--- src/rtl/dff_input_filter_if.sv ---
// Signal bundle between a raw asynchronous source and the input filter.
// The source side (master) drives the raw line; the filter (slave) returns
// the conditioned level, its edge pulses, pending status and glitch count.
`timescale 1ns/10ps
interface dff_input_filter_if #(
    parameter int CNT_W = 8
) ();
    logic             d;
    logic             q;
    logic             qbar;
    logic             rise;
    logic             fall;
    logic             busy;
    logic [CNT_W-1:0] glitch_cnt;

    modport master (
        output d,
        input  q, qbar, rise, fall, busy, glitch_cnt
    );

    modport slave (
        input  d,
        output q, qbar, rise, fall, busy, glitch_cnt
    );
endinterface

--- src/rtl/dff_input_filter.sv ---
// Receive-side conditioner for a raw asynchronous single-bit line.
// The line is synchronised into clk, then debounced: q only moves after the
// synchronised input has held the opposite level for STABLE_CYCLES samples.
// Transitions that collapse before completing are counted in glitch_cnt.
`timescale 1ns/10ps
module dff_input_filter #(
    parameter int SYNC_STAGES   = 2,
    parameter int STABLE_CYCLES = 4,
    parameter int CNT_W         = 8
) (
    input logic            clk,
    input logic            clear,
    dff_input_filter_if.slave bus
);

    // Elaboration-time guards on the parameter ranges.
    if (SYNC_STAGES < 2 || SYNC_STAGES > 4) begin : g_bad_sync_stages
        $error("dff_input_filter: SYNC_STAGES must be in 2..4");
    end
    if (STABLE_CYCLES < 2 || STABLE_CYCLES > 255) begin : g_bad_stable_cycles
        $error("dff_input_filter: STABLE_CYCLES must be in 2..255");
    end
    if (CNT_W < 1 || CNT_W > 32 || (64'd1 << CNT_W) <= 64'(STABLE_CYCLES)) begin : g_bad_cnt_w
        $error("dff_input_filter: 2**CNT_W must exceed STABLE_CYCLES");
    end

    typedef enum logic [1:0] {
        S_LO    = 2'd0,
        S_LO2HI = 2'd1,
        S_HI    = 2'd2,
        S_HI2LO = 2'd3
    } state_e;

    localparam logic [CNT_W-1:0] CNT_LAST = CNT_W'(STABLE_CYCLES - 1);
    localparam logic [CNT_W-1:0] CNT_ONE  = CNT_W'(1);

    logic [SYNC_STAGES-1:0] sync_q;
    logic                   d_s;

    state_e           state_q, state_d;
    logic [CNT_W-1:0] cnt_q, cnt_d;
    logic [CNT_W-1:0] glitch_q, glitch_d;
    logic [CNT_W-1:0] glitch_inc;
    logic             q_q, q_d;
    logic             qbar_q, qbar_d;
    logic             rise_q, rise_d;
    logic             fall_q, fall_d;
    logic             busy_q, busy_d;

    // Synchroniser chain: only its last stage is allowed to reach the FSM.
    // NOTE: clocked state always uses non-blocking assignment so every flop
    // samples the pre-edge value of its neighbour, giving a true shift chain.
    always_ff @(posedge clk or negedge clear) begin
        if (!clear) begin
            sync_q <= '0;
        end else begin
            sync_q <= {sync_q[SYNC_STAGES-2:0], bus.d};
        end
    end

    assign d_s = sync_q[SYNC_STAGES-1];

    // An abort at the all-ones count leaves the counter where it is.
    assign glitch_inc = (&glitch_q) ? glitch_q : glitch_q + CNT_ONE;

    // Next-state logic: pending states count identical samples of the new
    // level and either commit (with a pulse) or fall back (counting a glitch).
    always_comb begin
        // NOTE: every output of this block gets a default first, so no path
        // through the case leaves a signal unassigned and no latch is inferred.
        state_d  = state_q;
        cnt_d    = cnt_q;
        glitch_d = glitch_q;
        rise_d   = 1'b0;
        fall_d   = 1'b0;

        case (state_q)
            S_LO: begin
                if (d_s) begin
                    state_d = S_LO2HI;
                    cnt_d   = CNT_ONE;
                end
            end
            S_LO2HI: begin
                if (!d_s) begin
                    state_d  = S_LO;
                    cnt_d    = '0;
                    glitch_d = glitch_inc;
                end else if (cnt_q == CNT_LAST) begin
                    state_d = S_HI;
                    cnt_d   = '0;
                    rise_d  = 1'b1;
                end else begin
                    cnt_d = cnt_q + CNT_ONE;
                end
            end
            S_HI: begin
                if (!d_s) begin
                    state_d = S_HI2LO;
                    cnt_d   = CNT_ONE;
                end
            end
            S_HI2LO: begin
                if (d_s) begin
                    state_d  = S_HI;
                    cnt_d    = '0;
                    glitch_d = glitch_inc;
                end else if (cnt_q == CNT_LAST) begin
                    state_d = S_LO;
                    cnt_d   = '0;
                    fall_d  = 1'b1;
                end else begin
                    cnt_d = cnt_q + CNT_ONE;
                end
            end
            default: begin
                state_d = S_LO;
                cnt_d   = '0;
            end
        endcase

        // q is high exactly in the two states that belong to the high level.
        q_d    = (state_d == S_HI) || (state_d == S_HI2LO);
        qbar_d = ~q_d;
        busy_d = (state_d == S_LO2HI) || (state_d == S_HI2LO);
    end

    // State and output registers; qbar has its own flop so it is never a
    // combinational function of anything downstream of d.
    always_ff @(posedge clk or negedge clear) begin
        if (!clear) begin
            state_q  <= S_LO;
            cnt_q    <= '0;
            glitch_q <= '0;
            q_q      <= 1'b0;
            qbar_q   <= 1'b1;
            rise_q   <= 1'b0;
            fall_q   <= 1'b0;
            busy_q   <= 1'b0;
        end else begin
            state_q  <= state_d;
            cnt_q    <= cnt_d;
            glitch_q <= glitch_d;
            q_q      <= q_d;
            qbar_q   <= qbar_d;
            rise_q   <= rise_d;
            fall_q   <= fall_d;
            busy_q   <= busy_d;
        end
    end

    assign bus.q          = q_q;
    assign bus.qbar       = qbar_q;
    assign bus.rise       = rise_q;
    assign bus.fall       = fall_q;
    assign bus.busy       = busy_q;
    assign bus.glitch_cnt = glitch_q;

endmodule
--- src/flat_wrapper.sv ---
// flat-port wrapper written by rule: the top's interface ports become plain ports
module dff_input_filter_flat 
#(
    parameter int SYNC_STAGES   = 2,
    parameter int STABLE_CYCLES = 4,
    parameter int CNT_W         = 8
)
  (clk, clear, bus_d, bus_q, bus_qbar, bus_rise, bus_fall, bus_busy, bus_glitch_cnt);
  dff_input_filter_if #(.CNT_W(CNT_W)) bus_i ();
  input logic clk;
  input logic clear;
  input wire logic [$bits(bus_i.d)-1:0] bus_d;
  output wire logic [$bits(bus_i.q)-1:0] bus_q;
  output wire logic [$bits(bus_i.qbar)-1:0] bus_qbar;
  output wire logic [$bits(bus_i.rise)-1:0] bus_rise;
  output wire logic [$bits(bus_i.fall)-1:0] bus_fall;
  output wire logic [$bits(bus_i.busy)-1:0] bus_busy;
  output wire logic [$bits(bus_i.glitch_cnt)-1:0] bus_glitch_cnt;
  assign bus_i.d = bus_d;
  assign bus_q = bus_i.q;
  assign bus_qbar = bus_i.qbar;
  assign bus_rise = bus_i.rise;
  assign bus_fall = bus_i.fall;
  assign bus_busy = bus_i.busy;
  assign bus_glitch_cnt = bus_i.glitch_cnt;
  dff_input_filter #(.SYNC_STAGES(SYNC_STAGES), .STABLE_CYCLES(STABLE_CYCLES), .CNT_W(CNT_W)) u_core (.clk(clk), .clear(clear), .bus(bus_i));
endmodule
--- config.mk ---
export PLATFORM = sky130hd
export DESIGN_NAME = dff_input_filter_flat
export DESIGN_NICKNAME = d
export VERILOG_FILES = /design/src/rtl/dff_input_filter_if.sv /design/src/rtl/dff_input_filter.sv /design/src/flat_wrapper.sv
export SDC_FILE = /design/constraint.sdc
export NUM_CORES = 1
export LEC_CHECK = 0
export CAP_MARGIN = 10
export CORE_MARGIN = 1
export CORE_UTILIZATION = 25
export CTS_CLUSTER_DIAMETER = 80
export DETAILED_ROUTE_END_ITERATION = 8
export PLACE_DENSITY = 0.51
export SYNTH_ARGS = -nofsm -noshare
export SYNTH_HDL_FRONTEND = slang
export SYNTH_SLANG_ARGS = --single-unit
--- constraint.sdc ---
create_clock -name clk -period 1.35 [get_ports clk]
set_input_delay 0.405 -clock clk [delete_from_list [all_inputs] [get_ports clk]]
set_output_delay 0.405 -clock clk [all_outputs]
set_load 0.005 [all_outputs]
==> report_table.html, run 1 <==
<table>
<tr><th>Metric</th><th>Value</th></tr>
<tr><th colspan="2">STA</th></tr>
<tr><td>Fraction of the cycle the final worst path needs</td><td>111.6%</td></tr>
<tr><td>Worst-Margin Slew</td><td>262.2 ps</td></tr>
<tr><td>Setup repair after global routing missed its margin</td><td>yes</td></tr>
<tr><td>Final Hold Viols</td><td>0</td></tr>
<tr><td>Count of pins over their slew limit</td><td>0</td></tr>
<tr><td>Crit path setup slack, layout</td><td>-156.3 ps</td></tr>
<tr><td>Maximum achievable frequency</td><td>663.9 MHz</td></tr>
<tr><td>Total setup violations reported at the end of the flow</td><td>16</td></tr>
<tr><td>Maximum clock skew at final layout</td><td>3.063 ps</td></tr>
<tr><td>Relative slew slack</td><td>82.44%</td></tr>
<tr><td>Time the final worst path needs with I/O delays and setup</td><td>1506 ps</td></tr>
<tr><th colspan="2">Critical path</th></tr>
<tr><td>Critical R2R Capture</td><td>u_core.cnt_q[2]$_DFFE_PN0P_</td></tr>
<tr><td>Startpoint of the worst register-to-register path</td><td>u_core.cnt_q[0]$_DFFE_PN0P_</td></tr>
<tr><td>Worst Setup Start Kind</td><td>register</td></tr>
<tr><td>Worst path cell trace</td><td>ha_2, nor4b_4, a211oi_2, buf_4, or2b_1, a31oi_1</td></tr>
<tr><td>Worst-case register-to-register setup slack</td><td>-160 ps</td></tr>
<tr><td>Critical path data required time</td><td>1540 ps</td></tr>
<tr><td>Capturing element type of the critical path</td><td>register</td></tr>
<tr><td>Crit path max-delay cell type</td><td>sky130_fd_sc_hd__dfrtp_1</td></tr>
<tr><td>Depth of the worst register-to-register path</td><td>6</td></tr>
<tr><td>Classification of the worst setup path</td><td>register to register</td></tr>
<tr><td>Category of cells accounting for the largest share of critical-path delay</td><td>flip-flops</td></tr>
<tr><td>Crit Path Max Fanout</td><td>8</td></tr>
<tr><td>Count of cell instances traversed by the critical path</td><td>6</td></tr>
<tr><td>Arrival time at the worst endpoint</td><td>1690 ps</td></tr>
<tr><td>Worst path max stage delay</td><td>390 ps</td></tr>
<tr><td>Worst path buffer plus inverter count</td><td>1</td></tr>
<tr><th colspan="2">Routing</th></tr>
<tr><td>Via count</td><td>943</td></tr>
<tr><td>Routed length per placed instance</td><td>12.74 microns</td></tr>
<tr><td>Number of violations reported at the end of detailed-routing iteration 0</td><td>20</td></tr>
<tr><td>Vias per Instance</td><td>4.600</td></tr>
<tr><td>Post-route ant nets</td><td>0</td></tr>
<tr><td>Drt total wl</td><td>2.611 mm</td></tr>
<tr><td>Number of remaining DRC errors</td><td>0</td></tr>
<tr><td>Router iterations before antenna repair</td><td>4</td></tr>
<tr><th colspan="2">Die</th></tr>
<tr><td>Area of the placeable core</td><td>0.004058 sq mm</td></tr>
<tr><td>Starting density of the core</td><td>26.55%</td></tr>
<tr><td>Vert. Die Dim</td><td>67.65 microns</td></tr>
<tr><td>Site row count</td><td>23</td></tr>
<tr><td>DIE AREA</td><td>0.004576 sq mm</td></tr>
<tr><td>Number of top-level design ports</td><td>16</td></tr>
<tr><td>Width of the die</td><td>67.65 microns</td></tr>
<tr><th colspan="2">Power</th></tr>
<tr><td>Worst vdd rail ir drop</td><td>1.254 mV</td></tr>
<tr><td>Total Power Consumption</td><td>3.506 mW</td></tr>
<tr><td>LEAKAGE</td><td>0.8507 nW</td></tr>
<tr><td>Total power density per cell area</td><td>1903 mW/mm^2</td></tr>
<tr><th colspan="2">Clock tree</th></tr>
<tr><td>Clock latency on the worst-skew pair</td><td>260 ps</td></tr>
<tr><td>CTS Buf Count</td><td>3</td></tr>
<tr><td>CTS clk-pin slew, worst paths</td><td>90 ps</td></tr>
<tr><td>Number of hold buffers added after CTS</td><td>0</td></tr>
<tr><td>Maximum level of the CTS H-tree</td><td>1</td></tr>
<tr><td>Clock tree from TritonCTS</td><td>done</td></tr>
<tr><td>CTS Buffer Depth</td><td>2</td></tr>
<tr><td>Clk Tree Root Cell</td><td>sky130_fd_sc_hd__clkbuf_8</td></tr>
<tr><td>Number of sinks handled by clock tree synthesis</td><td>24</td></tr>
<tr><th colspan="2">Placed design</th></tr>
<tr><td>Placer congestion estimate</td><td>0.7751</td></tr>
<tr><td>DP Wirelength</td><td>1.612 mm</td></tr>
<tr><td>Count of buffers from port buffering</td><td>15</td></tr>
<tr><th colspan="2">Global routing</th></tr>
<tr><td>Total global-route track usage</td><td>12.40%</td></tr>
<tr><td>Remaining global-route overflow</td><td>0</td></tr>
<tr><td>Initial antenna violation count</td><td>0</td></tr>
<tr><td>Pin count of the biggest net entering global routing</td><td>25</td></tr>
<tr><td>First-pass GRT wire length</td><td>4.167 mm</td></tr>
<tr><td>Vias in the first global route</td><td>878</td></tr>
<tr><th colspan="2">Yosys</th></tr>
<tr><td>Number of nets in the synthesized netlist</td><td>98</td></tr>
<tr><td>Flops &amp; latches, synth</td><td>24</td></tr>
<tr><td>Sequential share of the synthesized area</td><td>55.87%</td></tr>
<tr><td>Mean Syn Cell Area</td><td>11.58 sq um</td></tr>
<tr><td>Number of standard cells after synthesis</td><td>93</td></tr>
<tr><td>Cell area after technology mapping</td><td>0.001077 sq mm</td></tr>
<tr><td>Netlist cell types</td><td>27</td></tr>
<tr><td>YS warnings</td><td>0</td></tr>
<tr><th colspan="2">Min path</th></tr>
<tr><td>Worst Min Path Start</td><td>u_core.sync_q[0]$_DFF_PN0_</td></tr>
<tr><td>Worst hold path depth</td><td>0</td></tr>
<tr><td>Type of the worst min-delay path</td><td>register to register</td></tr>
<tr><td>Hold Path Sink</td><td>u_core.sync_q[1]$_DFF_PN0_</td></tr>
<tr><th colspan="2">Layout</th></tr>
<tr><td>Post-layout nets</td><td>161</td></tr>
<tr><td>Area growth from synthesis to layout</td><td>71.08%</td></tr>
<tr><td>Fraction of final layout cells sized beyond drive strength 1</td><td>50.32%</td></tr>
<tr><td># diodes</td><td>0</td></tr>
<tr><td>Final core occ</td><td>45.42%</td></tr>
<tr><th colspan="2">Flow run</th></tr>
<tr><td>Max_cap viols</td><td>0</td></tr>
<tr><th colspan="2">Outcome</th></tr>
<tr><td>Result of the run</td><td>complete, but fails checks</td></tr>
<tr><td>Failing checks</td><td>setup timing</td></tr>
</table>
==> per-stage QoR <==
stage	area (sq um)	std cells	TNS, ps	worst slack, ps	hold WS [ps]
2_1_floorplan	1080	93	-588.2	-115.2	109.4
3_3_place_gp	1531	187	-1325	-176.0	333.8
3_5_place_dp	1531	187	-1823	-216.7	335.5
4_1_cts	1793	204	-1757	-159.9	355.7
5_1_grt	1843	205	-2986	-256.9	373.1
6_report	1843	205	-1611	-156.3	355.0
==> power by group <==
part           internal [mW]  total (mW)  switching, mW
clock                  0.260       0.491          0.230
sequential             0.921        1.07          0.150
combinational           1.17        1.94          0.777
==> cell usage in the layout, fill, tap and decap left out, types with 2 or more instances in the layout <==
cell type,n
sky130_fd_sc_hd__a21oi_1,4
sky130_fd_sc_hd__a31oi_1,5
sky130_fd_sc_hd__and3_1,3
sky130_fd_sc_hd__buf_12,2
sky130_fd_sc_hd__buf_4,33
sky130_fd_sc_hd__buf_6,11
sky130_fd_sc_hd__clkbuf_8,4
sky130_fd_sc_hd__clkdlybuf4s15_1,5
sky130_fd_sc_hd__clkdlybuf4s50_1,2
sky130_fd_sc_hd__dfrtp_1,21
sky130_fd_sc_hd__dfrtp_2,2
sky130_fd_sc_hd__dlygate4sd2_1,4
sky130_fd_sc_hd__inv_1,3
sky130_fd_sc_hd__mux2_2,2
sky130_fd_sc_hd__mux2_4,2
sky130_fd_sc_hd__nand2_1,6
sky130_fd_sc_hd__nand3_1,2
sky130_fd_sc_hd__nand3_4,2
sky130_fd_sc_hd__nand4_1,3
sky130_fd_sc_hd__nor2_1,5
sky130_fd_sc_hd__nor3b_2,2
sky130_fd_sc_hd__o21ai_1,3
sky130_fd_sc_hd__or2b_1,2
sky130_fd_sc_hd__xnor2_2,2
sky130_fd_sc_hd__xor2_1,4
==> worst max path at each step <==
| stage | start | end |
|---|---|---|
| 6_report | u_core.cnt_q[0]$_DFFE_PN0P_ | u_core.cnt_q[2]$_DFFE_PN0P_ |
| 5_1_grt | u_core.cnt_q[0]$_DFFE_PN0P_ | u_core.cnt_q[2]$_DFFE_PN0P_ |
| 4_1_cts | u_core.cnt_q[0]$_DFFE_PN0P_ | u_core.cnt_q[2]$_DFFE_PN0P_ |
| 3_5_place_dp | u_core.cnt_q[1]$_DFFE_PN0P_ | u_core.cnt_q[2]$_DFFE_PN0P_ |
| 3_3_place_gp | u_core.cnt_q[1]$_DFFE_PN0P_ | u_core.cnt_q[2]$_DFFE_PN0P_ |
| 2_1_floorplan | u_core.cnt_q[1]$_DFFE_PN0P_ | u_core.cnt_q[2]$_DFFE_PN0P_ |
==> sequential cells by signal (all words and copies together), names as in the netlist <==
signal	cells
u_core.bus.rise	1
u_core.bus.q	1
u_core.state_q	2
u_core.bus.qbar	1
u_core.sync_q	2
u_core.bus.glitch_cnt	8
u_core.cnt_q	8
u_core.bus.fall	1
==> cells in the mapped netlist, drive strengths merged <==
library cell	number	area share, %
o211ai	1	0.70
buf	1	1.0
a21oi	5	2.3
or2b	2	1.4
nand4	3	1.7
o2111ai	1	0.81
a41oi	1	0.81
mux2	4	4.2
xor2	4	3.3
inv	4	1.4
dfstp	1	2.4
xnor2	4	3.9
a22o	1	0.81
nor2	6	2.1
ha	2	2.3
and2	1	0.70
a31oi	6	3.5
nor4b	1	2.2
a211oi	1	1.2
nor3b	2	1.4
and3	3	1.7
nand2	7	2.4
o21ai	3	1.4
nor3	2	0.93
nand3	4	1.9
dfrtp	23	53
==> area by class of cell <==
type | instances | area [sq um]
clock buffers | 4 | 55.05
fillers | 360 | 2215
inverters | 4 | 15.01
multi-input cells | 64 | 579.3
flip-flops and latches | 24 | 604.3
well taps | 50 | 62.56
repair buffers | 59 | 526.8
==> cells by family after synthesis <==
| kind of cell | after synthesis | share of synthesized area, % |
|---|---|---|
| muxes | 4 | 4.181 |
| xor gates and xnor gates | 8 | 7.201 |
| DFF | 24 | 55.87 |
| and+or+nand+nor | 31 | 16.49 |
| buffers and inverters | 5 | 2.439 |
| adders and majority gates | 2 | 2.323 |
| AOI/OAI and AO/OA | 19 | 11.50 |
==> timing repair <==
action	CTS	global route
gates resized for setup	50	16
cloned	0	0
pin swaps	12	8
endpoints found under the setup margin	30	27
buffers inserted	13	4
==> routing by layer <==
layer / up-vias / track usage, % / routed length [microns]
li1: 460 / - / -
met1: 459 / 16.65 / 1235
met2: 18 / 19.31 / 1266
met3: 6 / 2.027 / 62
met4: 0 / 5.585 / 46
met5: - / 0 / 0
Power figures use the tool's default switching activity.
==> run 2, diff against run 1 <==
CORE_ASPECT_RATIO = 0.9   (was unset)
SKIP_CTS_REPAIR_TIMING = 1   (was unset)
==> report_table.html, run 2 (same netlist as run 1, synthesis figures left out) <==
<table>
<tr><th>Metric</th><th>Value</th></tr>
<tr><th colspan="2">Outcome</th></tr>
<tr><td>Result of the run</td><td>complete, but fails checks</td></tr>
<tr><td>Failing checks</td><td>setup timing</td></tr>
<tr><th colspan="2">STA</th></tr>
<tr><td>Count of pins over their slew limit</td><td>0 (unchanged)</td></tr>
<tr><td>Setup repair after global routing missed its margin</td><td>yes</td></tr>
<tr><td>Maximum clock skew at final layout</td><td>6.823 ps (+3.760 ps)</td></tr>
<tr><td>Fraction of the cycle the final worst path needs</td><td>112.9% (+1.3 points)</td></tr>
<tr><td>Final Hold Viols</td><td>0 (unchanged)</td></tr>
<tr><td>Time the final worst path needs with I/O delays and setup</td><td>1524 ps (+17.35 ps)</td></tr>
<tr><td>Crit path setup slack, layout</td><td>-173.7 ps (-17.35 ps)</td></tr>
<tr><td>Relative slew slack</td><td>76.55% (-5.9 points)</td></tr>
<tr><td>Maximum achievable frequency</td><td>656.3 MHz (-1.1%)</td></tr>
<tr><td>Worst-Margin Slew</td><td>350.0 ps (+87.78 ps)</td></tr>
<tr><td>WHS</td><td>361.0 ps (+5.984 ps)</td></tr>
<tr><td>Total setup violations reported at the end of the flow</td><td>19 (+3)</td></tr>
<tr><th colspan="2">Clock tree</th></tr>
<tr><td>Clock latency on the worst-skew pair</td><td>270 ps (about the same)</td></tr>
<tr><td>Maximum level of the CTS H-tree</td><td>1 (unchanged)</td></tr>
<tr><td>Clock tree from TritonCTS</td><td>done</td></tr>
<tr><td>CTS Buf Count</td><td>3 (unchanged)</td></tr>
<tr><td>Number of sinks handled by clock tree synthesis</td><td>24 (unchanged)</td></tr>
<tr><td>CTS Buffer Depth</td><td>2 (unchanged)</td></tr>
<tr><td>Clk Tree Root Cell</td><td>sky130_fd_sc_hd__clkbuf_8</td></tr>
<tr><td>CTS clk-pin slew, worst paths</td><td>90 ps (about the same)</td></tr>
<tr><th colspan="2">Critical path</th></tr>
<tr><td>Classification of the worst setup path</td><td>register to register</td></tr>
<tr><td>Arrival time at the worst endpoint</td><td>1710 ps (+20 ps)</td></tr>
<tr><td>Capturing element type of the critical path</td><td>register</td></tr>
<tr><td>Worst Setup Start Kind</td><td>register</td></tr>
<tr><td>Worst-case register-to-register setup slack</td><td>-170 ps (-20 ps)</td></tr>
<tr><td>Crit Path Max Fanout</td><td>6 (-2)</td></tr>
<tr><td>Critical path data required time</td><td>1540 ps (about the same)</td></tr>
<tr><th colspan="2">Placed design</th></tr>
<tr><td>Count of buffers from port buffering</td><td>15 (unchanged)</td></tr>
<tr><td>DP Wirelength</td><td>1.689 mm (+4.8%)</td></tr>
<tr><td>Placer congestion estimate</td><td>0.8170 (+5.4%)</td></tr>
<tr><td>Placement-stage worst setup slack</td><td>-186.9 ps (+29.81 ps)</td></tr>
<tr><th colspan="2">Die</th></tr>
<tr><td>Number of top-level design ports</td><td>16 (unchanged)</td></tr>
<tr><td>Vert. Die Dim</td><td>64.28 microns (-5.0%)</td></tr>
<tr><td>Area of the placeable core</td><td>0.004101 sq mm (+1.1%)</td></tr>
<tr><td>DIE AREA</td><td>0.004576 sq mm (about the same)</td></tr>
<tr><td>Starting density of the core</td><td>26.27% (-0.28 points)</td></tr>
<tr><td>Width of the die</td><td>71.20 microns (+5.2%)</td></tr>
<tr><td>Site row count</td><td>22 (-4.3%)</td></tr>
<tr><th colspan="2">Routing</th></tr>
<tr><td>Vias per Instance</td><td>4.680 (+1.7%)</td></tr>
<tr><td>Number of remaining DRC errors</td><td>0 (unchanged)</td></tr>
<tr><td>Drt total wl</td><td>2.576 mm (-1.3%)</td></tr>
<tr><td>Number of violations reported at the end of detailed-routing iteration 0</td><td>46 (+130%)</td></tr>
<tr><td>Via count</td><td>950 (+0.74%)</td></tr>
<tr><td>Router iterations before antenna repair</td><td>4 (unchanged)</td></tr>
<tr><td>Routed length per placed instance</td><td>12.69 microns (-0.37%)</td></tr>
<tr><td>Post-route ant nets</td><td>0 (unchanged)</td></tr>
<tr><th colspan="2">Layout</th></tr>
<tr><td># diodes</td><td>0 (unchanged)</td></tr>
<tr><td>Fraction of final layout cells sized beyond drive strength 1</td><td>42.58% (-7.7 points)</td></tr>
<tr><td>Fill cell instance count of the final layout</td><td>381 (+5.8%)</td></tr>
<tr><td>Area occupied by multi-input gates</td><td>495.5 sq um (-14%)</td></tr>
<tr><td>Combined flip-flop and latch cell area</td><td>603.1 sq um (-0.21%)</td></tr>
<tr><td>Area growth from synthesis to layout</td><td>63.41%</td></tr>
<tr><td>Post-layout nets</td><td>161 (unchanged)</td></tr>
<tr><td>Most used cells in the layout excluding fill and tap cells</td><td>sky130_fd_sc_hd__buf_4, sky130_fd_sc_hd__dfrtp_1, sky130_fd_sc_hd__dlymetal6s2s_1</td></tr>
<tr><td>Most common cell after layout, fill and taps aside</td><td>sky130_fd_sc_hd__buf_4</td></tr>
<tr><th colspan="2">Power</th></tr>
<tr><td>Total power density per cell area</td><td>1925 mW/mm^2 (+1.2%)</td></tr>
<tr><td>Total Power Consumption</td><td>3.389 mW (-3.4%)</td></tr>
<tr><td>Worst vdd rail ir drop</td><td>0.9107 mV (-27%)</td></tr>
<tr><td>LEAKAGE</td><td>0.9692 nW (+14%)</td></tr>
<tr><th colspan="2">Global routing</th></tr>
<tr><td>Initial antenna violation count</td><td>0 (unchanged)</td></tr>
<tr><td>Remaining global-route overflow</td><td>0 (unchanged)</td></tr>
<tr><td>First-pass GRT wire length</td><td>3.953 mm (-5.1%)</td></tr>
<tr><td>Pin count of the biggest net entering global routing</td><td>16 (-36%)</td></tr>
<tr><td>Vias in the first global route</td><td>902 (+2.7%)</td></tr>
<tr><td>Total global-route track usage</td><td>11.14% (-1.3 points)</td></tr>
<tr><th colspan="2">Flow run</th></tr>
<tr><td>Max_cap viols</td><td>0 (unchanged)</td></tr>
<tr><th colspan="2">Min path</th></tr>
<tr><td>Type of the worst min-delay path</td><td>register to register</td></tr>
</table>
==> run 2: stage by stage <==
step | area, sq um | setup TNS, ps | cells | util, %
2_1_floorplan | 1080 | -588.2 | 93 | -
3_3_place_gp | 1504 | -1504 | 185 | 36.67
3_5_place_dp | 1504 | -1940 | 185 | 36.67
4_1_cts | 1575 | -5350 | 189 | 38.41
5_1_grt | 1760 | -4001 | 203 | 42.92
6_report | 1760 | -1976 | 203 | 42.92
==> run 2: critical path: stages, from the launching register on <==
cell and delay, ps:
sky130_fd_sc_hd__dfrtp_1 420, sky130_fd_sc_hd__xnor2_2 340, sky130_fd_sc_hd__o2111ai_1 250, sky130_fd_sc_hd__nor3_1 270, sky130_fd_sc_hd__xor2_1 170
==> run 2: path summary, 6_finish.rpt <==
check / end / depth (start not counted) / start
worst min register to register: u_core.sync_q[1]$_DFF_PN0_ / 0 / u_core.sync_q[0]$_DFF_PN0_
min in group asynchronous: u_core.cnt_q[2]$_DFFE_PN0P_ / 2 / clear
worst max register to register: u_core.bus.glitch_cnt[7]$_DFFE_PN0P_ / 4 / u_core.state_q[1]$_DFF_PN0_
worst min-delay path: u_core.sync_q[1]$_DFF_PN0_ / 0 / u_core.sync_q[0]$_DFF_PN0_
max in group asynchronous: u_core.state_q[0]$_DFF_PN0_ / 2 / clear
worst max-delay path: u_core.bus.glitch_cnt[7]$_DFFE_PN0P_ / 4 / u_core.state_q[1]$_DFF_PN0_
==> run 2: layout make-up <==
type,instances,share of cell area [%]
sequential,24,34.26
timing repair buffer,59,29.28
multi-input combinational,64,28.14
tap,48,3.412
clock buffer,3,2.345
clock inverter,1,1.706
inverter,4,0.8529
==> run 2: power by group <==
group | switching (mW) | internal, mW | total, mW
Clock | 0.237 | 0.396 | 0.634
Combinational | 0.635 | 1.04 | 1.68
Sequential | 0.156 | 0.921 | 1.08
Total | 1.03 | 2.36 | 3.39
==> run 2: metal layers <==
layer / global-route usage, % / wire (microns)
met2: 18.45 / 1306
met5: 0 / 0
met1: 13.50 / 1143
met4: 6.500 / 55
met3: 2.050 / 71
==> run 3, diff against run 2 <==
CELL_PAD_IN_SITES_DETAIL_PLACEMENT = 0   (was unset)
CELL_PAD_IN_SITES_GLOBAL_PLACEMENT = 1   (was unset)
PLACE_DENSITY = 0.6   (was 0.51)
==> report_table.html, run 3 (same netlist as run 1, synthesis figures left out) <==
<table>
<tr><th>Metric</th><th>Value</th></tr>
<tr><th colspan="2">Layout</th></tr>
<tr><td># diodes</td><td>0 (unchanged)</td></tr>
<tr><td>Summed area of non-filler cells in the final layout</td><td>0.001836 sq mm (+4.3%)</td></tr>
<tr><td>Non-filler cells, final</td><td>206 (+1.5%)</td></tr>
<tr><td>Fraction of final layout cells sized beyond drive strength 1</td><td>46.84% (+4.3 points)</td></tr>
<tr><td>Area growth from synthesis to layout</td><td>70.38%</td></tr>
<tr><td>Post-layout nets</td><td>164 (+1.9%)</td></tr>
<tr><td>Fill cell instance count of the final layout</td><td>381 (unchanged)</td></tr>
<tr><td>Most used cells in the layout excluding fill and tap cells</td><td>sky130_fd_sc_hd__buf_4, sky130_fd_sc_hd__dfrtp_1, sky130_fd_sc_hd__dlymetal6s2s_1</td></tr>
<tr><td>Most common cell after layout, fill and taps aside</td><td>sky130_fd_sc_hd__buf_4</td></tr>
<tr><th colspan="2">Clock tree</th></tr>
<tr><td>CTS Buffer Depth</td><td>2 (unchanged)</td></tr>
<tr><td>Clock tree from TritonCTS</td><td>done</td></tr>
<tr><td>CTS Buf Count</td><td>3 (unchanged)</td></tr>
<tr><td>CTS clk-pin slew, worst paths</td><td>90 ps (about the same)</td></tr>
<tr><td>Number of sinks handled by clock tree synthesis</td><td>24 (unchanged)</td></tr>
<tr><td>Clk Tree Root Cell</td><td>sky130_fd_sc_hd__clkbuf_8</td></tr>
<tr><td>Clock latency on the worst-skew pair</td><td>270 ps (about the same)</td></tr>
<tr><td>Maximum level of the CTS H-tree</td><td>1 (unchanged)</td></tr>
<tr><th colspan="2">Placed design</th></tr>
<tr><td>Instance area at placement</td><td>0.001524 sq mm (+1.3%)</td></tr>
<tr><td>DP Wirelength</td><td>1.626 mm (-3.7%)</td></tr>
<tr><td>Count of buffers from port buffering</td><td>15 (unchanged)</td></tr>
<tr><td>Placer congestion estimate</td><td>0.7302 (-11%)</td></tr>
<tr><td>Instance count after placement with tap cells included</td><td>186 (+0.54%)</td></tr>
<tr><th colspan="2">Routing</th></tr>
<tr><td>Vias per Instance</td><td>4.481 (-4.3%)</td></tr>
<tr><td>Router iterations before antenna repair</td><td>4 (unchanged)</td></tr>
<tr><td>Routed length per placed instance</td><td>12.74 microns (+0.38%)</td></tr>
<tr><td>Number of violations reported at the end of detailed-routing iteration 0</td><td>23 (-50%)</td></tr>
<tr><td>Post-route ant nets</td><td>0 (unchanged)</td></tr>
<tr><td>Number of remaining DRC errors</td><td>0 (unchanged)</td></tr>
<tr><td>Via count</td><td>923 (-2.8%)</td></tr>
<tr><td>Drt total wl</td><td>2.624 mm (+1.9%)</td></tr>
<tr><th colspan="2">Min path</th></tr>
<tr><td>Worst Min Path Start</td><td>u_core.sync_q[0]$_DFF_PN0_</td></tr>
<tr><td>Type of the worst min-delay path</td><td>register to register</td></tr>
<tr><th colspan="2">Global routing</th></tr>
<tr><td>First-pass GRT wire length</td><td>3.829 mm (-3.1%)</td></tr>
<tr><td>Total global-route track usage</td><td>10.57% (-0.57 points)</td></tr>
<tr><td>Remaining global-route overflow</td><td>0 (unchanged)</td></tr>
<tr><td>Initial antenna violation count</td><td>0 (unchanged)</td></tr>
<tr><td>Vias in the first global route</td><td>833 (-7.6%)</td></tr>
<tr><td>Pin count of the biggest net entering global routing</td><td>25 (+9)</td></tr>
<tr><th colspan="2">Power</th></tr>
<tr><td>Power dissipated by switching net loads</td><td>1.109 mW (+7.8%)</td></tr>
<tr><td>Share of power burned in registers</td><td>31.5% (-0.3 points)</td></tr>
<tr><td>Proportion of power drawn by the clock network</td><td>14.7% (-4.0 points)</td></tr>
<tr><td>Total power density per cell area</td><td>1861 mW/mm^2 (-3.3%)</td></tr>
<tr><td>Worst vdd rail ir drop</td><td>0.8695 mV (-4.5%)</td></tr>
<tr><td>LEAKAGE</td><td>0.9852 nW (+1.6%)</td></tr>
<tr><td>Switching power as a share of total power</td><td>32.46% (+2.1 points)</td></tr>
<tr><td>Combinational power share</td><td>53.9% (+4.4 points)</td></tr>
<tr><td>Cell internal pwr</td><td>2.307 mW (-2.2%)</td></tr>
<tr><th colspan="2">Die</th></tr>
<tr><td>Width of the die</td><td>71.20 microns (unchanged)</td></tr>
<tr><td>Area of the placeable core</td><td>0.004101 sq mm (unchanged)</td></tr>
<tr><td>Vert. Die Dim</td><td>64.28 microns (unchanged)</td></tr>
<tr><td>Site row count</td><td>22 (unchanged)</td></tr>
<tr><td>DIE AREA</td><td>0.004576 sq mm (unchanged)</td></tr>
<tr><td>Number of top-level design ports</td><td>16 (unchanged)</td></tr>
<tr><td>Starting density of the core</td><td>26.27% (unchanged)</td></tr>
<tr><th colspan="2">Critical path</th></tr>
<tr><td>Classification of the worst setup path</td><td>register to register</td></tr>
<tr><td>Most frequent CP cell</td><td>sky130_fd_sc_hd__buf_4</td></tr>
<tr><td>Capturing element type of the critical path</td><td>register</td></tr>
<tr><td>Critical path data required time</td><td>1550 ps (about the same)</td></tr>
<tr><td>Startpoint of the worst register-to-register path</td><td>u_core.sync_q[1]$_DFF_PN0_</td></tr>
<tr><td>Critical path launch point</td><td>u_core.sync_q[1]$_DFF_PN0_</td></tr>
<tr><td>Worst path max stage delay</td><td>450 ps (+30 ps)</td></tr>
<tr><td>Crit path max-delay cell type</td><td>sky130_fd_sc_hd__dfrtp_1</td></tr>
<tr><td>Worst path cell trace</td><td>xnor2_4, buf_4, o211ai_1, buf_4, nor2_1, xor2_1</td></tr>
<tr><td>Worst Setup Start Kind</td><td>register</td></tr>
<tr><td>Arrival time at the worst endpoint</td><td>1710 ps (about the same)</td></tr>
<tr><td>Worst-case register-to-register setup slack</td><td>-160 ps (about the same)</td></tr>
<tr><td>Crit Path Max Fanout</td><td>4 (-2)</td></tr>
<tr><th colspan="2">STA</th></tr>
<tr><td>Relative slew slack</td><td>80.47% (+3.9 points)</td></tr>
<tr><td>Count of pins over their slew limit</td><td>0 (unchanged)</td></tr>
<tr><td>Worst-Margin Slew</td><td>292.0 ps (-57.94 ps)</td></tr>
<tr><td>Crit path setup slack, layout</td><td>-162.6 ps (+11.05 ps)</td></tr>
<tr><td>Total setup violations reported at the end of the flow</td><td>19 (unchanged)</td></tr>
<tr><td>Final Hold Viols</td><td>0 (unchanged)</td></tr>
<tr><td>Total negative setup slack</td><td>-2045 ps (-69.14 ps)</td></tr>
<tr><td>Setup repair after global routing missed its margin</td><td>yes</td></tr>
<tr><td>Fraction of the cycle the final worst path needs</td><td>112.0% (-0.82 points)</td></tr>
<tr><td>Time the final worst path needs with I/O delays and setup</td><td>1513 ps (-11.05 ps)</td></tr>
<tr><td>Maximum clock skew at final layout</td><td>4.164 ps (-2.659 ps)</td></tr>
<tr><td>Maximum achievable frequency</td><td>661.1 MHz (+0.73%)</td></tr>
<tr><th colspan="2">Outcome</th></tr>
<tr><td>Failing checks</td><td>setup timing</td></tr>
<tr><td>Result of the run</td><td>complete, but fails checks</td></tr>
<tr><th colspan="2">Flow run</th></tr>
<tr><td>Max_cap viols</td><td>0 (unchanged)</td></tr>
</table>
-- run 3: stage by stage --
stage | setup WS, ps | util, % | total power, mW | hold slack (ps)
after floorplan | -115.2 | - | 1.681 | 109.4
after global placement | -169.3 | 37.16 | 2.431 | 334.9
after detailed placement | -211.2 | 37.16 | 2.458 | 336.4
after CTS | -365.9 | 38.50 | 2.976 | 358.4
after global routing | -285.9 | 44.75 | 3.639 | 370.5
final | -162.6 | 44.75 | 3.416 | 360.0
-- run 3: path summary, 6_finish.rpt --
kind | to | depth (start not counted)
max in group asynchronous | u_core.bus.qbar$_DFF_PN1_ | 2
worst max-delay path | u_core.bus.glitch_cnt[2]$_DFFE_PN0P_ | 6
worst min register to register | u_core.sync_q[1]$_DFF_PN0_ | 0
worst min-delay path | u_core.sync_q[1]$_DFF_PN0_ | 0
worst max register to register | u_core.bus.glitch_cnt[2]$_DFFE_PN0P_ | 6
min in group asynchronous | u_core.cnt_q[3]$_DFFE_PN0P_ | 2
-- run 3: area by class of cell --
class | instances | area [sq um] | share of cell area (%)
Sequential cell | 24 | 601.8 | 32.79
Clock buffer | 4 | 55.05 | 2.999
Tap cell | 48 | 60.06 | 3.272
Inverter | 4 | 15.01 | 0.8180
Multi-Input combinational cell | 64 | 551.8 | 30.06
Timing Repair Buffer | 62 | 551.8 | 30.06
-- run 3: power groups by stage --
stage               Clock [mW]  Sequential [mW]  Combinational, mW
CTS                      0.521             1.09               1.37
floorplan                    0             1.12              0.558
detailed placement           0             1.10               1.36
global placement             0             1.09               1.34
global route             0.537             1.10               2.01
finish                   0.501             1.08               1.84
-- run 3: worst max-delay path, delay by kind of cell, from the launching register on --
family / cells / cell delay, ps
DFF: 1 / 450
xor gates and xnor gates: 2 / 430
AOI/OAI and AO/OA: 1 / 120
and+or+nand+nor: 1 / 120
buffers and inverters: 2 / 330
-- run 3: layer usage --
| metal | up-vias | global-route usage [%] | wire [microns] |
|---|---|---|---|
| met5 | - | 0 | 0 |
| met4 | 0 | 3.000 | 48 |
| li1 | 462 | - | - |
| met2 | 16 | 16.55 | 1360 |
| met3 | 7 | 2.681 | 72 |
| met1 | 438 | 14.38 | 1142 |
==> edit 1, RTL diff (config.mk and constraints of run 3) <==
`CNT_W` is set to 8 in 3 places; all go to 10.
--- a/src/rtl/dff_input_filter_if.sv
+++ b/src/rtl/dff_input_filter_if.sv
@@ -4,5 +4,5 @@
 `timescale 1ns/10ps
 interface dff_input_filter_if #(
-    parameter int CNT_W = 8
+    parameter int CNT_W = 10
 ) ();
     logic             d;
--- a/src/rtl/dff_input_filter.sv
+++ b/src/rtl/dff_input_filter.sv
@@ -7,5 +7,5 @@
     parameter int SYNC_STAGES   = 2,
     parameter int STABLE_CYCLES = 4,
-    parameter int CNT_W         = 8
+    parameter int CNT_W         = 10
 ) (
     input logic            clk,
--- a/src/flat_wrapper.sv
+++ b/src/flat_wrapper.sv
@@ -4,5 +4,5 @@
     parameter int SYNC_STAGES   = 2,
     parameter int STABLE_CYCLES = 4,
-    parameter int CNT_W         = 8
+    parameter int CNT_W         = 10
 )
   (clk, clear, bus_d, bus_q, bus_qbar, bus_rise, bus_fall, bus_busy, bus_glitch_cnt);
Interface: changed (resized bus_glitch_cnt); port bits go from 16 to 18. The function was not compared with the original's and may differ.
==> edit 1 against run 3 <==
The flow still finishes with violations (negative setup slack); count of clock-buffer cells in the layout decreased by 1; design area increased by 28%; die area increased by 25%; sequential share of layout area decreased by 2.8 points; routed wire length increased by 44%; global-route usage increased by 2.0 points; clock power increased by 37%; critical path depth decreased by 1; setup slack got worse by 0.049 ns; total power increased by 12%; via count increased by 38%; sequential cell count increased by 4; utilization about the same; area after synthesis increased by 26%.
==> edit 1: results <==
export IMPL_yosys_top_cells_area="dfrtp_1 50%, xor2_1 5.8%, nand3_1 3.3%"
export IMPL_detail_route_wl_per_cell_um=14.3
export IMPL_synth_adder_area_share=0.0184
export IMPL_setup_viol=22
export IMPL_skew_ns=0.00387
export IMPL_synth_seq_area_share=0.517
export IMPL_powerClk_uw=688
export IMPL_setup_slack_ns=-0.212
export IMPL_port_buffers=17
export IMPL_peakVddDrop_mv=0.867
export IMPL_muxShareOfSynthArea=0.0249
export IMPL_vias_per_cell=4.83
export IMPL_max_slew_margin_rel=0.672
export IMPL_place_inst=244
export IMPL_power_mw=3.83
export IMPL_fillers=498
export IMPL_outcome="finished, violations left"
export IMPL_synth_xor_area_frac=0.0829
export IMPL_grtUsageTotal=0.126
export IMPL_first_iter_violations=42
export IMPL_drive_gt1_frac=0.584
export IMPL_critPathMaxStageDelay_ns=0.38
export IMPL_grt_pass1_vias=1258
export IMPL_tns_ns=-2.86
export IMPL_dp_slack_ns=-0.198
export IMPL_wl_mm=3.78
export IMPL_violations="negative setup slack"
export IMPL_yosysUniqueCellTypes=37
export IMPL_grt_pass1_wl_mm=5.68
export IMPL_synth_compound_area_share=0.125
export IMPL_ys_top_cells_by_count="27 x dfrtp_1, 9 x nand3_1, 9 x xor2_1"
export IMPL_postSynthCellCount=122
-- edit 1: cell count changes in the layout (fill, tap and decap cells not counted), moves of 6 or more --
| cell | change |
|---|---|
| a31oi_1 | -6 |
| buf_6 | +11 |
| clkbuf_2 | +10 |
| dlymetal6s2s_1 | -8 |
| nand3_1 | +7 |
-- edit 1: layout make-up --
type	count	area (um2)	area share
tap	67	83.8	0.0356
clock inverter	1	30.0	0.0128
timing repair buffer	74	656	0.279
inverter	3	11.3	0.00478
multi-input combinational	88	825	0.350
sequential	28	707	0.300
clock buffer	3	41.3	0.0175
-- edit 1: path summary, 6_finish.rpt --
path / endpoint / cells past startpoint / slack, ns
max: u_core.bus.glitch_cnt[1]$_DFFE_PN0P_ / 5 / -0.21
min reg2reg: u_core.sync_q[1]$_DFF_PN0_ / 0 / 0.37
min: u_core.sync_q[1]$_DFF_PN0_ / 0 / 0.37
min in group asynchronous: u_core.cnt_q[5]$_DFFE_PN0P_ / 2 / 0.47
max reg2reg: u_core.bus.glitch_cnt[1]$_DFFE_PN0P_ / 5 / -0.21
max in group asynchronous: u_core.bus.qbar$_DFF_PN1_ / 2 / 0.63
-- edit 1: critical path, delay by kind of cell (launching register included) --
family / cells / cell delay [ns]
muxes: 1 / 0.29
DFF: 1 / 0.38
and+or+nand+nor: 1 / 0.16
buffers and inverters: 2 / 0.29
AOI/OAI and AO/OA: 1 / 0.34
-- edit 1: layer usage --
layer  share of wire  GRT usage
met5               0          0
met2            0.50      0.211
met1            0.47      0.164
met4          0.0066     0.0303
met3           0.027     0.0314
-- edit 1: cells by family after synthesis --
group | Yosys count
AOI/OAI and AO/OA | 20
adders and majority gates | 2
DFF | 28
xor gates and xnor gates | 12
and+or+nand+nor | 51
muxes | 3
buffers and inverters | 6
==> edit 2, RTL diff (settings of run 3) <==
Made on the original files. Encoding of `state_e`: now one-hot (4 bits for 4 states).
--- a/src/rtl/dff_input_filter.sv
+++ b/src/rtl/dff_input_filter.sv
@@ -25,9 +25,9 @@
     end
 
-    typedef enum logic [1:0] {
-        S_LO    = 2'd0,
-        S_LO2HI = 2'd1,
-        S_HI    = 2'd2,
-        S_HI2LO = 2'd3
+    typedef enum logic [3:0] {
+        S_LO    = 4'b0001,
+        S_LO2HI = 4'b0010,
+        S_HI    = 4'b0100,
+        S_HI2LO = 4'b1000
     } state_e;
 
Function: same outputs for any inputs over 10 cycles, from zero or initial values; not proved beyond that.
==> edit 2 against run 3 <==
Sequential cell count up 3; routed wire length up 29%; synthesized cell count up 48%; the flow still finishes with violations (negative setup slack); critical path depth down 2; cell count up 27%; largest cell class is now multi-input combinational cells; design area up 14%; setup slack worse by 0.13 ns; sequential power down 13%; critical path type unchanged; total power down 40%; area after synthesis up 27%; clock power down 4%.
==> edit 2: results <==
export IMPL_outcome="finished, violations left"
export IMPL_violations="negative setup slack"
export IMPL_crit_arrival_ns=1.81
export IMPL_setup_slack_ns=-0.291
export IMPL_synth_compound_area_share=0.151
export IMPL_powerClk_uw=482
export IMPL_gp_congestion=0.802
export IMPL_first_iter_violations=51
export IMPL_p_leak_nw=1.08
export IMPL_peakVddDrop_mv=0.465
export IMPL_drive_gt1_frac=0.369
export IMPL_buffers=57
export IMPL_synth_fp_nets=143
export IMPL_grtUsageTotal=0.122
export IMPL_detail_route_wl_per_cell_um=13.0
export IMPL_clock_area_frac=0.0234
export IMPL_synth_adder_area_share=0.0183
export IMPL_seq_share=0.325
export IMPL_skew_ns=0.00449
export IMPL_ys_top_cells_by_count="25 x dfrtp_1, 11 x nand2_1, 9 x nand3_1"
export IMPL_internal_power_mw=1.45
export IMPL_regToRegStartpoint="u_core.state_q[3]$_DFF_PN0_"
export IMPL_r2r_end="u_core.bus.glitch_cnt[1]$_DFFE_PN0P_"
export IMPL_placed_area_um2=1880
export IMPL_synth_seq_area_share=0.495
export IMPL_layout_nets=201
export IMPL_grt_max_degree=17
export IMPL_setup_viol=21
export IMPL_nMultiInputCombCells=103
export IMPL_seq_cells=27
export IMPL_critPathTopFamily="compound AO/OA/AOI/OAI gates"
export IMPL_vias_per_cell=4.92
export IMPL_dp_hpwl_mm=2.48
export IMPL_grt_pass1_vias=1249
export IMPL_critPathMaxStageDelay_ns=0.42
export IMPL_nonClkBufAreaFrac=0.247
export IMPL_fin_hold_ws_ns=0.361
export IMPL_yosysUniqueCellTypes=39
export IMPL_dominant_cell_class="multi-input combinational cells"
export IMPL_worst_pin_slew_ns=0.362
export IMPL_grt_pass1_wl_mm=5.51
[edit 2: changes by cell type in the layout (fill, tap and decap cells not counted), moves of 4 or more]
cell,delta
nand3_1,+7
buf_4,-5
nand2b_1,+5
a21o_1,+4
nor3_1,+4
[edit 2: per-stage QoR]
step | setup TNS [ns] | instances | setup WS, ns | util | power (mW)
2_1_floorplan | -1.95 | 138 | -0.189 | - | 1.19
3_3_place_gp | -2.62 | 250 | -0.244 | 0.358 | 1.48
3_5_place_dp | -3.03 | 250 | -0.266 | 0.358 | 1.51
4_1_cts | -6.71 | 254 | -0.356 | 0.367 | 2.00
5_1_grt | -4.58 | 262 | -0.311 | 0.397 | 2.16
6_report | -2.94 | 262 | -0.291 | 0.397 | 2.04
[edit 2: per-layer routing]
metal	global-route usage	part of all wire
met3	0.0189	0.024
met4	0.0437	0.0097
met2	0.204	0.49
met1	0.162	0.48
met5	0	0
